<file path="config.mk">
export PLATFORM = sky130hd
export DESIGN_NAME = instr_encoder_flat
export DESIGN_NICKNAME = d
export VERILOG_FILES = /design/src/rtl/instr_encoder_if.sv /design/src/rtl/instr_encoder.sv /design/src/flat_wrapper.sv
export SDC_FILE = /design/constraint.sdc
export NUM_CORES = 1
export LEC_CHECK = 0
export CAP_MARGIN = 20
export CORE_ASPECT_RATIO = 1.5
export CORE_UTILIZATION = 48
export CTS_CLUSTER_SIZE = 30
export DETAILED_ROUTE_END_ITERATION = 10
export PLACE_DENSITY = 0.94
export SYNTH_ARGS = -nofsm -noshare
export SYNTH_HDL_FRONTEND = slang
export SYNTH_SLANG_ARGS = --single-unit
</file>
<file path="constraint.sdc">
create_clock -name clk -period 4.7 [get_ports clk]
set_clock_uncertainty 0.05 [all_clocks]
set_input_delay 0.47 -clock clk [delete_from_list [all_inputs] [get_ports clk]]
set_output_delay 0.47 -clock clk [all_outputs]
set_load 0.1 [all_outputs]
</file>
<file path="src/rtl/instr_encoder_if.sv">
// ---------------------------------------------------------------------------
// instr_encoder_if
// Stream bundle between the program-loader front end, the instruction
// encoder and instruction memory.
//   in_valid/in_ready   descriptor handshake (front end -> encoder)
//   in_op/rd/rn/rm/imm  decoded instruction descriptor
//   out_valid/out_ready machine-word handshake (encoder -> memory)
//   out_instr/out_addr  encoded 32-bit word and its byte address
//   err                 sticky encode error flag
// master: the side producing descriptors and consuming words.
// slave : the encoder itself.
// ADDR_W must match the ADDR_W of the attached instr_encoder.
// ---------------------------------------------------------------------------
interface instr_encoder_if #(
    parameter int ADDR_W = 16
);
    logic              in_valid;
    logic              in_ready;
    logic [3:0]        in_op;
    logic [4:0]        in_rd;
    logic [4:0]        in_rn;
    logic [4:0]        in_rm;
    logic [25:0]       in_imm;
    logic              out_valid;
    logic              out_ready;
    logic [31:0]       out_instr;
    logic [ADDR_W-1:0] out_addr;
    logic              err;

    modport master (
        output in_valid, in_op, in_rd, in_rn, in_rm, in_imm, out_ready,
        input  in_ready, out_valid, out_instr, out_addr, err
    );

    modport slave (
        input  in_valid, in_op, in_rd, in_rn, in_rm, in_imm, out_ready,
        output in_ready, out_valid, out_instr, out_addr, err
    );
endinterface

</file>
<file path="src/rtl/instr_encoder.sv">
// ---------------------------------------------------------------------------
// instr_encoder
// Turns decoded LEGv8 descriptors (ADDI, ADDS, AND, B, B.LT, CBZ, EOR, LDUR,
// LSR, STUR, SUBS) into 32-bit machine words, streamed out with a running
// byte address. Every B / B.LT / CBZ is followed by DELAY_SLOTS NOP words
// (ADDI X31,X31,#0) to fill the pipeline's branch delay slot.
//
// Ports:
//   clk    single clock, all state on the rising edge
//   reset  synchronous, active-high
//   bus    instr_encoder_if.slave (descriptor in, word/address out, err)
//
// Parameters:
//   ADDR_W       width of out_addr
//   BASE_ADDR    byte address of the first word after reset (multiple of 4)
//   DELAY_SLOTS  NOPs inserted after each branch, 0..3
//
// Optional feature, macro ENC_RANGE_CHECK_EN:
//   defined   -> out-of-range immediates and illegal ops (11..15) are
//                accepted but dropped and err is set until reset
//   undefined -> immediates truncate to field width, illegal ops emit a
//                NOP and err is tied to 0
// ---------------------------------------------------------------------------
module instr_encoder #(
    parameter int ADDR_W      = 16,
    parameter int BASE_ADDR   = 0,
    parameter int DELAY_SLOTS = 1
) (
    input  logic             clk,
    input  logic             reset,
    instr_encoder_if.slave   bus
);
    localparam logic [31:0] NOP = 32'h910003FF;

    typedef enum logic {RUN, PAD} state_t;

    state_t            state, state_n;
    logic [1:0]        pad_cnt, pad_cnt_n;
    logic              out_valid_q;
    logic [31:0]       out_instr_q;
    logic [ADDR_W-1:0] out_addr_q;

    logic              in_ready;
    logic              accept;
    logic              consume;
    logic              load;
    logic [31:0]       load_word;
    logic [31:0]       enc_word;
    logic              is_branch;
    logic              drop;

    // The output register can take a new word when empty or being drained.
    assign in_ready = (state == RUN) && (!out_valid_q || bus.out_ready);
    assign accept   = bus.in_valid && in_ready;
    assign consume  = out_valid_q && bus.out_ready;

    // Field packing for each op; illegal ops fall through to a NOP.
    always_comb begin
        enc_word  = NOP;
        is_branch = 1'b0;
        case (bus.in_op)
            4'd0:  enc_word = {10'b1001000100, bus.in_imm[11:0], bus.in_rn, bus.in_rd};
            4'd1:  enc_word = {11'b10101011000, bus.in_rm, 6'b0, bus.in_rn, bus.in_rd};
            4'd2:  enc_word = {11'b10001010000, bus.in_rm, 6'b0, bus.in_rn, bus.in_rd};
            4'd3:  begin
                enc_word  = {6'b000101, bus.in_imm};
                is_branch = 1'b1;
            end
            4'd4:  begin
                enc_word  = {8'b01010100, bus.in_imm[18:0], 5'b01011};
                is_branch = 1'b1;
            end
            4'd5:  begin
                enc_word  = {8'b10110100, bus.in_imm[18:0], bus.in_rd};
                is_branch = 1'b1;
            end
            4'd6:  enc_word = {11'b11001010000, bus.in_rm, 6'b0, bus.in_rn, bus.in_rd};
            4'd7:  enc_word = {11'b11111000010, bus.in_imm[8:0], 2'b00, bus.in_rn, bus.in_rd};
            4'd8:  enc_word = {11'b11010011010, 5'b0, bus.in_imm[5:0], bus.in_rn, bus.in_rd};
            4'd9:  enc_word = {11'b11111000000, bus.in_imm[8:0], 2'b00, bus.in_rn, bus.in_rd};
            4'd10: enc_word = {11'b11101011000, bus.in_rm, 6'b0, bus.in_rn, bus.in_rd};
            default: enc_word = NOP;
        endcase
    end

`ifdef ENC_RANGE_CHECK_EN
    logic range_err;
    logic err_q;

    // Signed fields are in range when every bit above the field's sign bit
    // repeats it; unsigned fields need all bits above the field to be zero.
    always_comb begin
        range_err = 1'b0;
        case (bus.in_op)
            4'd0:       range_err = |bus.in_imm[25:12];
            4'd8:       range_err = |bus.in_imm[25:6];
            4'd7, 4'd9: range_err = !((&bus.in_imm[25:8]) || !(|bus.in_imm[25:8]));
            4'd4, 4'd5: range_err = !((&bus.in_imm[25:18]) || !(|bus.in_imm[25:18]));
            4'd1, 4'd2, 4'd3, 4'd6, 4'd10: range_err = 1'b0;
            default:    range_err = 1'b1;
        endcase
    end

    assign drop = range_err;

    // Sticky error: once a descriptor is dropped it stays set until reset.
    always_ff @(posedge clk) begin
        if (reset) begin
            err_q <= 1'b0;
        end else if (accept && range_err) begin
            err_q <= 1'b1;
        end
    end

    assign bus.err = err_q;
`else
    assign drop    = 1'b0;
    assign bus.err = 1'b0;
`endif

    // Next-state logic: RUN loads accepted descriptors, PAD feeds NOPs
    // into the output register whenever it has room.
    always_comb begin
        state_n   = state;
        pad_cnt_n = pad_cnt;
        load      = 1'b0;
        load_word = NOP;
        case (state)
            RUN: begin
                if (accept && !drop) begin
                    load      = 1'b1;
                    load_word = enc_word;
                    if (is_branch && (DELAY_SLOTS > 0)) begin
                        pad_cnt_n = 2'(DELAY_SLOTS);
                        state_n   = PAD;
                    end
                end
            end
            PAD: begin
                if (!out_valid_q || bus.out_ready) begin
                    load      = 1'b1;
                    load_word = NOP;
                    pad_cnt_n = pad_cnt - 2'd1;
                    if (pad_cnt == 2'd1) begin
                        state_n = RUN;
                    end
                end
            end
            default: begin
                state_n   = RUN;
                pad_cnt_n = 2'd0;
            end
        endcase
    end

    // State register plus output stage; the address advances only when a
    // word leaves, so it always names the word currently presented.
    always_ff @(posedge clk) begin
        if (reset) begin
            state       <= RUN;
            pad_cnt     <= 2'd0;
            out_valid_q <= 1'b0;
            out_instr_q <= NOP;
            out_addr_q  <= ADDR_W'(BASE_ADDR);
        end else begin
            state   <= state_n;
            pad_cnt <= pad_cnt_n;
            if (consume) begin
                out_addr_q <= out_addr_q + ADDR_W'(4);
            end
            if (load) begin
                out_valid_q <= 1'b1;
                out_instr_q <= load_word;
            end else if (consume) begin
                out_valid_q <= 1'b0;
            end
        end
    end

    assign bus.in_ready  = in_ready;
    assign bus.out_valid = out_valid_q;
    assign bus.out_instr = out_instr_q;
    assign bus.out_addr  = out_addr_q;
endmodule
</file>
<file path="src/flat_wrapper.sv">
// flat-port wrapper written by rule: the top's interface ports become plain ports
module instr_encoder_flat 
#(
    parameter int ADDR_W      = 16,
    parameter int BASE_ADDR   = 0,
    parameter int DELAY_SLOTS = 1
)
  (clk, reset, bus_in_valid, bus_in_op, bus_in_rd, bus_in_rn, bus_in_rm, bus_in_imm, bus_out_ready, bus_in_ready, bus_out_valid, bus_out_instr, bus_out_addr, bus_err);
  instr_encoder_if #(.ADDR_W(ADDR_W)) bus_i ();
  input  logic clk;
  input  logic reset;
  input wire logic [$bits(bus_i.in_valid)-1:0] bus_in_valid;
  input wire logic [$bits(bus_i.in_op)-1:0] bus_in_op;
  input wire logic [$bits(bus_i.in_rd)-1:0] bus_in_rd;
  input wire logic [$bits(bus_i.in_rn)-1:0] bus_in_rn;
  input wire logic [$bits(bus_i.in_rm)-1:0] bus_in_rm;
  input wire logic [$bits(bus_i.in_imm)-1:0] bus_in_imm;
  input wire logic [$bits(bus_i.out_ready)-1:0] bus_out_ready;
  output wire logic [$bits(bus_i.in_ready)-1:0] bus_in_ready;
  output wire logic [$bits(bus_i.out_valid)-1:0] bus_out_valid;
  output wire logic [$bits(bus_i.out_instr)-1:0] bus_out_instr;
  output wire logic [$bits(bus_i.out_addr)-1:0] bus_out_addr;
  output wire logic [$bits(bus_i.err)-1:0] bus_err;
  assign bus_i.in_valid = bus_in_valid;
  assign bus_i.in_op = bus_in_op;
  assign bus_i.in_rd = bus_in_rd;
  assign bus_i.in_rn = bus_in_rn;
  assign bus_i.in_rm = bus_in_rm;
  assign bus_i.in_imm = bus_in_imm;
  assign bus_i.out_ready = bus_out_ready;
  assign bus_in_ready = bus_i.in_ready;
  assign bus_out_valid = bus_i.out_valid;
  assign bus_out_instr = bus_i.out_instr;
  assign bus_out_addr = bus_i.out_addr;
  assign bus_err = bus_i.err;
  instr_encoder #(.ADDR_W(ADDR_W), .BASE_ADDR(BASE_ADDR), .DELAY_SLOTS(DELAY_SLOTS)) u_core (.clk(clk), .reset(reset), .bus(bus_i));
endmodule
</file>
======== After elaboration in Yosys (flattened, before gate mapping) ========
Cells that the tools add are included.
cells by class
  eq/ne operators ......................... 14
  add/sub/neg operators ................... 2
  mux-type cells .......................... 18
  reduce and logical (&&, ||, !) cells .... 9
  bitwise logic cells ..................... 1
operator list
  kind                                                                   number
  32-bit one-hot mux with 11 select lines                                1
  32-bit one-hot mux with 2 select lines                                 1
  32-bit 2-to-1 mux                                                      1
  16-bit by 3-bit adder with 16-bit output, second input constant        1
  4-bit by 3-bit equality test with 1-bit output, second input constant  4
  4-bit equality test, second input constant                             3
  1-bit 2-to-1 mux                                                       9
  4-bit by 2-bit equality test with 1-bit output, second input constant  2
  2-bit 2-to-1 mux                                                       3
  4-bit by 1-bit equality test with 1-bit output, second input constant  1
  4-bit logical NOT                                                      1
  2-bit by 1-bit != test with 1-bit output, second input constant        2
  1-bit one-hot mux with 2 select lines                                  2
  2-bit one-hot mux with 2 select lines                                  1
  1-bit logical AND                                                      3
  3-bit AND reduction                                                    1
  3-bit OR reduction                                                     1
  2-bit by 1-bit equality test with 1-bit output, second input constant  1
  2-bit != test, second input constant                                   1
  2-bit nonzero test                                                     1
  2-bit by 1-bit subtractor with 2-bit output, second input constant     1
  1-bit logical NOT                                                      1
  1-bit logical OR                                                       1
  1-bit inverter                                                         1
word-level totals
  input bits .............................. 49
  register bits ........................... 52
  word-level logic and storage cells ...... 49
  output and inout bits ................... 51

======== Depth between registers and ports, before layout ========
Gate-level depths: netlist of run 1.
  depth after elaboration ................. 7
  mapped depth ............................ 6
  gate-level depth less buffers ........... 5

======== Least setup slack after synthesis of run 1 ========
Ideal clock, no wire load.
  kind .................................... register -> output
  from .................................... register u_core.out_valid_q, in the netlist u_core.bus.out_valid
  to ...................................... output port bus_in_ready
  data required time ...................... 4.180 ns
  arrival time ............................ 2.371 ns
  path buffers ............................ 1
  setup slack ............................. 1.809 ns
  stages on the path, launching flop included .. 4
  cells stage by stage .................... dfxtp_1 -> nor2b_1 -> buf_2 -> nor2_1
on the way
  longest elaborated chain between the ends .. 3
RTL lines
  element                   RTL line              RTL
  start: declaration        instr_encoder.sv:39   logic out_valid_q;
  start signal: assignment  instr_encoder.sv:162  out_valid_q <= 1'b0;
  start signal: assignment  instr_encoder.sv:172  out_valid_q <= 1'b1;
  start signal: assignment  instr_encoder.sv:175  out_valid_q <= 1'b0;
  1-bit logical NOT         instr_encoder.sv:53   assign in_ready = (state == RUN) && (!out_valid_q || bus.out_ready);
  1-bit logical OR          instr_encoder.sv:53
  1-bit logical AND         instr_encoder.sv:53
  end: declaration          flat_wrapper.sv:19    output wire logic [$bits(bus_i.in_ready)-1:0] bus_in_ready;
No other way between the ends.

======== Worst setup path after layout of run 1 ========
  from .................................... input port bus_out_ready
  to ...................................... output port bus_in_ready
on the way
  longest elaborated chain between the ends .. 2
RTL lines
  element             RTL line             RTL
  start: declaration  flat_wrapper.sv:18   input wire logic [$bits(bus_i.out_ready)-1:0] bus_out_ready;
  1-bit logical OR    instr_encoder.sv:53
  1-bit logical AND   instr_encoder.sv:53
No other way between the ends.

==> metrics.md, run 1 <==
| Metric | Value |
|---|---|
| Outcome | `finished clean` |
| Worst skew pair latency | `between 0.3 and 0.4 ns` |
| Sequential fraction of the synthesis area | `0.367` |
| Max Freq | `316 MHz` |
| Post-synthesis cell area | `2730 µm²` |
| Power Density | `approximately 300 nW/µm²` |
| # H-tree levels | `2` |
| Worst-margin pin slew | `0.992 ns` |
| Area of the multi-input gates | `1530 µm²` |
| Leakage | `1.29 nW` |
| Initial Utilization | `0.500` |
| Die width | `63.5 µm` |
| Post-cts resize count | `0` |
| Final Cycle Share | `0.672` |
| Yosys Warn Count | `0` |
| RSZ-0062 raised after global routing | `no` |
| Flop and latch count out of synthesis | `50` |
| Synth area leader | `dfxtp_1` |
| Max-Cap Viols | `0` |
| Async set-reset flop share out of synthesis | `0` |
| TritonCTS clock tree | `done` |
| Number of diodes | `0` |
| Clk root buf | `clkbuf_8` |
| Number of flops mapped to enable cells by yosys | `0` |
| Via density | `6.31` |
| Drt drc | `0` |
| Vias in the first global route | `~2600` |
| First-pass GRT wire length | `roughly 13 mm` |
| Slew headroom | `0.337` |
| Reg clk slew, reported paths | `0.09 ns` |
| Minimum setup slack after placement | `approximately 1.6 ns` |
| Synth Area per Inst | `around 8.8 µm²` |
| Drt initial violations | `about 400` |
| Boundary Pins | `100` |
| Top cells by area, synth | `dfxtp_1 (37%), a22o_1 (4.5%), a21oi_1 (4.0%), a2bb2oi_1 (2.9%), nor2_1 (2.9%)` |
| Tot GR Track Use | `0.274` |
| Routability congestion estimate from global placement | `0.888` |
| Die area | `around 6000 µm²` |
| Worst Setup Path Type | `in2out` |
| Post-CTS Setup Bufs | `0` |
| Total number of vias | `2923` |
| Final setup TNS | `0 ns` |
| Clock buffer depth | `2` |
| Pwr Total | `around 1.1 mW` |
| Final wirelength | `8.14 mm` |
| # fillers | `approximately 450` |
| Die H | `94.3 µm` |
| Placeable Area | `about 5500 µm²` |
| Most common cell after layout, fill and taps aside | `clkdlybuf4s50_1` |
| Inserted Clock Buffers | `5` |
| Area fraction of the dominant cell type after synthesis | `0.367` |
| Final worst slack | `1.54 ns` |
| Tightest Hold Check Type | `reg2reg` |
| Worst vdd ir | `roughly 190 µV` |
| Worst path arrival time | `roughly 2.6 ns` |
| Routed length per instance | `17.6 µm` |
| Commonest non-fill, non-tap cells in the layout | `clkdlybuf4s50_1 (96), dfxtp_1 (50), a21oi_1 (22)` |
| # nets final | `443` |
| Port Buffers | `96` |
| Netlist cell types | `55` |
| Layout cells sized above 1 | `0.0560` |
| Final Setup Violations | `0` |
| Antenna viol nets, final | `0` |
| Pins Over Slew Limit | `0` |
| CP required | `4.18 ns` |
| Crit. End Element | `output pin` |
| Setup crit start kind | `primary input` |
| Cells after synthesis | `310` |
| GRT overflow | `0` |
| Length of the first detailed-routing pass in iterations | `7` |
| Area growth syn-to-layout | `39.0%` |
| Main flop type after synthesis | `dfxtp_1` |
| Largest net degree at the start of global routing | `35` |
| Final Hold Fails | `0` |
| Row count | `33` |
| # hold bufs at CTS | `0` |
| Seq. cell area | `approximately 1000 µm²` |
| Initial antenna violation count | `0` |
| Critical path peak fanout | `8` |
| Post-layout min period | `3.16 ns` |
| Detailed Place HPWL | `between 5 and 6 mm` |
| TritonCTS Sinks | `50` |
| Hold_ws | `about 0.42 ns` |
final timing paths:
check / start / endpoint / slack, ns / cells after the start
worst min-delay path: u_core.bus.out_instr[26]$_SDFFE_PP0P_ / u_core.bus.out_instr[26]$_SDFFE_PP0P_ / 0.42 / 2
worst min register to register: u_core.bus.out_instr[26]$_SDFFE_PP0P_ / u_core.bus.out_instr[26]$_SDFFE_PP0P_ / 0.42 / 2
worst max-delay path: bus_out_ready / bus_in_ready / 1.54 / 4
worst max register to register: u_core.bus.out_valid$_SDFFE_PP0P_ / u_core.bus.out_instr[18]$_SDFFE_PP0P_ / 2.59 / 4
cell type report:
class                      count  area share
clock buffer                   5      0.0182
sequential                    50       0.264
tap                           70      0.0231
timing repair buffer          99       0.260
inverter                      13      0.0129
clock inverter                 3      0.0182
multi-input combinational    223       0.404
routing by layer:
metal  vias up  wire length, µm  track usage  share of wire
li1       1341                -            -              -
met1      1359             3020        0.302           0.37
met2       190             4040        0.487           0.50
met3        33              755       0.0667          0.093
met4         0              318        0.129          0.039
met5         -                0            0              0
sequential cells by signal, summed over array words and instances, names as in the netlist:
signal,flops
u_core.bus.out_addr,14
u_core.state,1
u_core.bus.out_instr,32
u_core.pad_cnt,2
u_core.bus.out_valid,1
cell usage after synthesis (4+ instances only):
cell and number:
dfxtp_1 50, a21oi_1 22, nor2_1 21, nand2_1 20, a22o_1 14, inv_1 13
nand3_1 12, buf_2 11, a2bb2oi_1 9, xnor2_1 8, a222oi_1 7, nand2b_1 7
nor2b_1 7, nor3_1 7, o221ai_1 7, a22oi_1 6, clkbuf_1 6, o21ai_0 6
buf_4 5, a221oi_1 4, buf_6 4, mux2_2 4, nor4_1 4, o22ai_1 4
o2bb2ai_1 4
per-stage QoR:
stage          std cells  instance area [µm²]   util
2_1_floorplan        312                 2730      -
4_1_cts              463                 3790  0.695
3_3_place_gp         455                 3650  0.670
5_1_grt              463                 3790  0.695
3_5_place_dp         455                 3650  0.670
6_report             463                 3790  0.695
logic make-up (layout without fill, tap and decap cells):
group                      count (synthesis)  after routing  synth area share
xor gates and xnor gates                  11             11            0.0353
adders and majority gates                  2              2           0.00918
muxes                                      5              5            0.0202
AOI/OAI and AO/OA                        107            107             0.311
DFF                                       50             50             0.367
buffers and inverters                     39            120            0.0766
other                                      1              3           0.00138
and+or+nand+nor                           95             95             0.179
power breakdown:
part	total, mW	switching, mW	internal, mW
sequential	0.452	0.0117	0.441
clock	0.366	0.153	0.213
combinational	0.329	0.221	0.108
total	1.15	0.386	0.762
critical path, cell delays in order:
cell and delay, ns:
clkdlybuf4s50_1 0.49, nor2b_1 0.56, nor2_1 0.12, clkdlybuf4s50_1 1.00
(Power assumes the default switching activity.)
==> run 2, diff against run 1 <==
CORE_UTILIZATION = 40   (was 48)
PLACE_DENSITY = 0.85   (was 0.94)
clock period = 2.6 ns   (was 4.7 ns; I/O delays follow)
==> run 2 against run 1 <==
Routed wire length increased by 0.54%; global-route usage is 4.7 points lower; non-clock buffer count increased by 12; critical endpoint is now u_core.bus.out_instr[18]$_SDFFE_PP0P_; largest power group unchanged.
==> metrics.md, run 2 (synthesis gave the netlist of run 1 again) <==
| Metric | Value |
|---|---|
| Outcome | `finished clean` |
| Max Freq | `roughly 500 MHz` |
| Final Cycle Share | `0.772` |
| Area growth syn-to-layout | `37.3%` |
| Worst R2R End | `u_core.bus.out_instr[18]$_SDFFE_PP0P_` |
| Final wirelength | `8.18 mm` |
| Post-layout min period | `2.01 ns` |
| Vias in the first global route | `2729` |
| Drt drc | `0` |
| Routability congestion estimate from global placement | `0.942` |
| CP required | `2.75 ns` |
| First-pass GRT wire length | `13.0 mm` |
| Worst-case reg-to-reg path depth | `4` |
| Slew headroom | `0.521` |
| Drt initial violations | `292` |
| Worst skew pair latency | `0.31 ns` |
| Leakage | `1.41 nW` |
| Max-Cap Viols | `0` |
| TritonCTS clock tree | `done` |
| Global route hottest layer | `met2` |
| Critical path peak fanout | `11` |
| Worst Setup Path Type | `reg2reg` |
| Initial Utilization | `0.417` |
| Total number of vias | `about 2900` |
| Minimum setup slack after placement | `0.314 ns` |
| Power Density | `530 nW/µm²` |
| Final worst slack | `0.592 ns` |
| TritonCTS Sinks | `50` |
| Antenna viol nets, final | `0` |
| Final setup TNS | `0 ns` |
| Row count | `36` |
| Post-cts resize count | `0` |
| M2 GR Usage | `0.403` |
| Worst setup path end | `u_core.bus.out_instr[18]$_SDFFE_PP0P_` |
| Clock buffer depth | `2` |
| Worst vdd ir | `329 µV` |
| Met3 usage | `0.0587` |
| Die width | `69.4 µm` |
| Largest net degree at the start of global routing | `21` |
| Detailed Place HPWL | `6.27 mm` |
| Met1 GRT Util | `0.234` |
| Setup crit start kind | `register` |
| Post-CTS Setup Bufs | `0` |
| Boundary Pins | `100` |
| Worst path arrival time | `2.16 ns` |
| RSZ-0062 raised after global routing | `no` |
| Reg clk slew, reported paths | `approximately 0.09 ns` |
| Number of diodes | `0` |
| Layout cells sized above 1 | `0.205` |
| Reg2reg setup slack | `0.59 ns` |
| Commonest non-fill, non-tap cells in the layout | `buf_4 (63), dfxtp_1 (50), clkdlybuf4s50_1 (48)` |
| Tightest Hold Check Type | `reg2reg` |
| Crit. End Element | `register` |
| Final Setup Violations | `0` |
| Port Buffers | `96` |
| Placeable Area | `6530 µm²` |
| # H-tree levels | `2` |
| Routed length per instance | `17.0 µm` |
| RR Startpoint | `u_core.bus.out_valid$_SDFFE_PP0P_` |
| Initial antenna violation count | `0` |
| Inserted Clock Buffers | `5` |
| # hold bufs at CTS | `0` |
| Pins Over Slew Limit | `0` |
| # nets final | `455` |
| Die H | `103 µm` |
| GRT overflow | `0` |
| Critical path launch point | `u_core.bus.out_valid$_SDFFE_PP0P_` |
| Worst-margin pin slew | `just over 0.7 ns` |
| Final Hold Fails | `0` |
| Via density | `around 5.9` |
| Most common cell after layout, fill and taps aside | `buf_4` |
| Die area | `7160 µm²` |
| Clk root buf | `clkbuf_8` |
| Max reg flops | `32` |
| Length of the first detailed-routing pass in iterations | `8` |
| Tot GR Track Use | `0.227` |
## run 2: through the flow
step	util	std cells	cell area, µm²	hold WS (ns)	power [mW]
after floorplan	-	312	2740	0.335	1.25
after global placement	0.556	473	3630	0.406	1.42
after detailed placement	0.556	473	3630	0.408	1.43
after CTS	0.573	481	3740	0.423	1.99
after global routing	0.573	481	3740	0.443	2.05
final	0.573	481	3740	0.419	1.98
## run 2: worst max-delay path, cell delays in order (launching register included)
cell,delay [ns]
dfxtp_1,0.45
nor2b_1,0.62
a2111o_1,0.43
nor2_1,0.09
a221o_1,0.26
## run 2: layer usage
layer	wire (µm)	share of wire
met1	3070	0.38
met2	4070	0.50
met3	583	0.071
met4	450	0.055
met5	0	0
## run 2: worst min-delay path by stage
| stage | from | to | slack [ns] | cells after the start |
|---|---|---|---|---|
| 2_1_floorplan | bus_in_valid | u_core.bus.out_valid$_SDFFE_PP0P_ | 0.33 | 2 |
| 3_3_place_gp | u_core.bus.out_instr[11]$_SDFFE_PP0P_ | u_core.bus.out_instr[11]$_SDFFE_PP0P_ | 0.41 | 1 |
| 3_5_place_dp | u_core.bus.out_instr[26]$_SDFFE_PP0P_ | u_core.bus.out_instr[26]$_SDFFE_PP0P_ | 0.41 | 2 |
| 4_1_cts | u_core.bus.out_instr[26]$_SDFFE_PP0P_ | u_core.bus.out_instr[26]$_SDFFE_PP0P_ | 0.42 | 2 |
| 5_1_grt | u_core.bus.out_instr[30]$_SDFFE_PP0P_ | u_core.bus.out_instr[30]$_SDFFE_PP0P_ | 0.44 | 2 |
| 6_report | u_core.bus.out_instr[26]$_SDFFE_PP0P_ | u_core.bus.out_instr[26]$_SDFFE_PP0P_ | 0.42 | 2 |
## run 2: report_power, final
part	switching (mW)	total [mW]	internal, mW
logic	0.400	0.598	0.198
registers	0.0223	0.819	0.796
clock network	0.278	0.566	0.289
## run 2: cell type report
cell class                 instances  area [µm²]
fill                             571        2790
multi-input combinational        223        1530
sequential                        50        1000
timing repair buffer             111         953
tap                               76        95.1
clock buffer                       5        68.8
inverter                          13        48.8
clock inverter                     3        43.8
==> run 3, diff against run 2 <==
clock period = 1.75 ns   (was 2.6 ns; I/O delays follow)
==> run 3 against run 2 <==
Sequential share of layout area decreased by 3.1 points; largest power group unchanged; highest routed layer unchanged; total power increased by 47%; worst setup slack got worse by 0.50 ns.
==> metrics.md, run 3 (synthesis gave the netlist of run 1 again) <==
| Metric | Value |
|---|---|
| Port Buffers | `between 90 and 100` |
| Die width | `69.4 µm` |
| Slew headroom | `0.592` |
| Final Cycle Share | `0.950` |
| RR Startpoint | `u_core.bus.out_valid$_SDFFE_PP0P_` |
| Critical path peak fanout | `16` |
| Reg2reg setup slack | `0.18 ns` |
| Setup crit start kind | `primary input` |
| CP required | `1.88 ns` |
| GRT overflow | `0` |
| CP Cell Sequence | `clkdlybuf4s50_1 > buf_4 > nor4bb_2 > buf_4 > buf_4 > a222oi_1 > a2bb2oi_1` |
| Power Density | `around 660 nW/µm²` |
| Clock buffer depth | `2` |
| TritonCTS Sinks | `50` |
| Max Freq | `601 MHz` |
| Most common cell after layout, fill and taps aside | `buf_4` |
| Row count | `36` |
| TritonCTS clock tree | `done` |
| Post-CTS Setup Bufs | `0` |
| Worst vdd ir | `~340 µV` |
| Initial Utilization | `0.417` |
| Hold endpoint | `u_core.bus.out_instr[6]$_SDFFE_PP1P_` |
| Fin area | `roughly 4400 µm²` |
| First-pass GRT wire length | `14.1 mm` |
| Drt initial violations | `261` |
| Tightest Hold Check Type | `reg2reg` |
| Worst path arrival time | `1.79 ns` |
| Routed length per instance | `about 17 µm` |
| Boundary Pins | `100` |
| Drt drc | `0` |
| Die H | `slightly above 100 µm` |
| Buf/Inv on CP | `4` |
| Antenna viol nets, final | `0` |
| Placed Area | `4290 µm²` |
| Worst-margin pin slew | `around 0.61 ns` |
| Worst-case reg-to-reg path depth | `5` |
| Outcome | `finished clean` |
| Post-layout min period | `1.66 ns` |
| # fillers | `505` |
| Commonest non-fill, non-tap cells in the layout | `buf_4 (82), clkdlybuf4s50_1 (46), dfxtp_1 (37)` |
| Layout cells sized above 1 | `0.315` |
| Final worst slack | `roughly 0.087 ns` |
| Cell seen most often among critical-path stages | `buf_4` |
| Inserted Clock Buffers | `5` |
| Final Setup Violations | `0` |
| Routability congestion estimate from global placement | `0.884` |
| Pwr Total | `2.91 mW` |
| # nets final | `497` |
| Crit. End Element | `register` |
| Leakage | `1.70 nW` |
| Area growth syn-to-layout | `61.1%` |
| Reg clk slew, reported paths | `0.09 ns` |
| Area of the multi-input gates | `1560 µm²` |
| Max-Cap Viols | `0` |
| CP top delay family | `buffers and inverters` |
| Detailed Place HPWL | `6.94 mm` |
| Hold Path Cell Cnt | `1` |
| # hold bufs at CTS | `0` |
| Slowest stage cell, crit path | `a222oi_1` |
| Max reg flops | `32` |
| Crit path largest cell delay | `0.40 ns` |
| Final Hold Fails | `0` |
| Minimum setup slack after placement | `-0.345 ns` |
| Seq. cell area | `~1000 µm²` |
| Final wirelength | `8.99 mm` |
| # H-tree levels | `2` |
| RSZ-0062 raised after global routing | `no` |
| Length of the first detailed-routing pass in iterations | `6` |
| Worst Setup Path Type | `in2reg` |
| Critical path launch point | `bus_in_op[0]` |
| Total number of vias | `approximately 3000` |
| Initial antenna violation count | `0` |
| Vias in the first global route | `2965` |
| Hold Crit Start | `u_core.bus.out_instr[6]$_SDFFE_PP1P_` |
| Worst skew pair latency | `roughly 0.30 ns` |
| Critical path depth in cells | `7` |
| Placeable Area | `6530 µm²` |
| Worst R2R End | `u_core.bus.out_instr[22]$_SDFFE_PP0P_` |
| Via density | `5.81` |
| Die area | `7160 µm²` |
| Number of diodes | `0` |
| Pins Over Slew Limit | `0` |
| Clk root buf | `clkbuf_8` |
| Tot GR Track Use | `0.246` |
| Largest net degree at the start of global routing | `18` |
-- run 3: cell types whose count changed in the layout (fill, tap and decap cells not counted), sizes merged --
cell,change
clkdlybuf4s50,-2
buf,+42
dlymetal6s2s,+2
clkinv,-1
clkbuf,+2
clkinvlp,+1
inv,-1
bufinv,-1
-- run 3: area by class of cell --
type | count | area share
repair buffers | 153 | 0.356
well taps | 76 | 0.0217
multi-input cells | 223 | 0.356
clock inverters | 1 | 0.00171
clock buffers | 7 | 0.0174
inverters | 13 | 0.0111
flip-flops and latches | 50 | 0.237
-- run 3: metrics by stage --
step / hold slack [ns] / utilization / std cells / setup TNS, ns
after floorplan: 0.248 / - / 312 / -0.0316
after global placement: 0.403 / 0.657 / 515 / -6.60
after detailed placement: 0.418 / 0.657 / 515 / -9.01
after CTS: 0.441 / 0.671 / 523 / -0.0267
after global routing: 0.450 / 0.672 / 523 / 0
final: 0.443 / 0.672 / 523 / 0
-- run 3: layer usage --
| layer | vias up | wire length, µm | global-route usage |
|---|---|---|---|
| li1 | 1448 | - | - |
| met1 | 1419 | 3350 | 0.260 |
| met2 | 143 | 4710 | 0.465 |
| met3 | 28 | 674 | 0.0499 |
| met4 | 0 | 257 | 0.118 |
| met5 | - | 0 | 0 |
-- run 3: worst max path at each step --
stage,to,slack (ns)
2_1_floorplan,bus_in_ready,-0.03
3_3_place_gp,u_core.bus.out_instr[14]$_SDFFE_PP0P_,-0.27
3_5_place_dp,u_core.bus.out_instr[14]$_SDFFE_PP0P_,-0.34
4_1_cts,u_core.bus.out_instr[14]$_SDFFE_PP0P_,-0.02
5_1_grt,u_core.bus.out_instr[19]$_SDFFE_PP0P_,0.02
6_report,u_core.bus.out_instr[9]$_SDFFE_PP1P_,0.09
-- run 3: what timing repair did --
item | CTS | global route
endpoints found under the setup margin | 6 | 26
resized for setup | 2 | 3
cloned | 0 | 0
-- run 3: power breakdown --
group / internal [mW] / leakage, nW / total [mW] / switching [mW]
clock: 0.284 / 0.0385 / 0.677 / 0.393
sequential: 1.17 / 0.416 / 1.21 / 0.0383
combinational: 0.403 / 1.25 / 1.02 / 0.620
total: 1.86 / 1.70 / 2.91 / 1.05
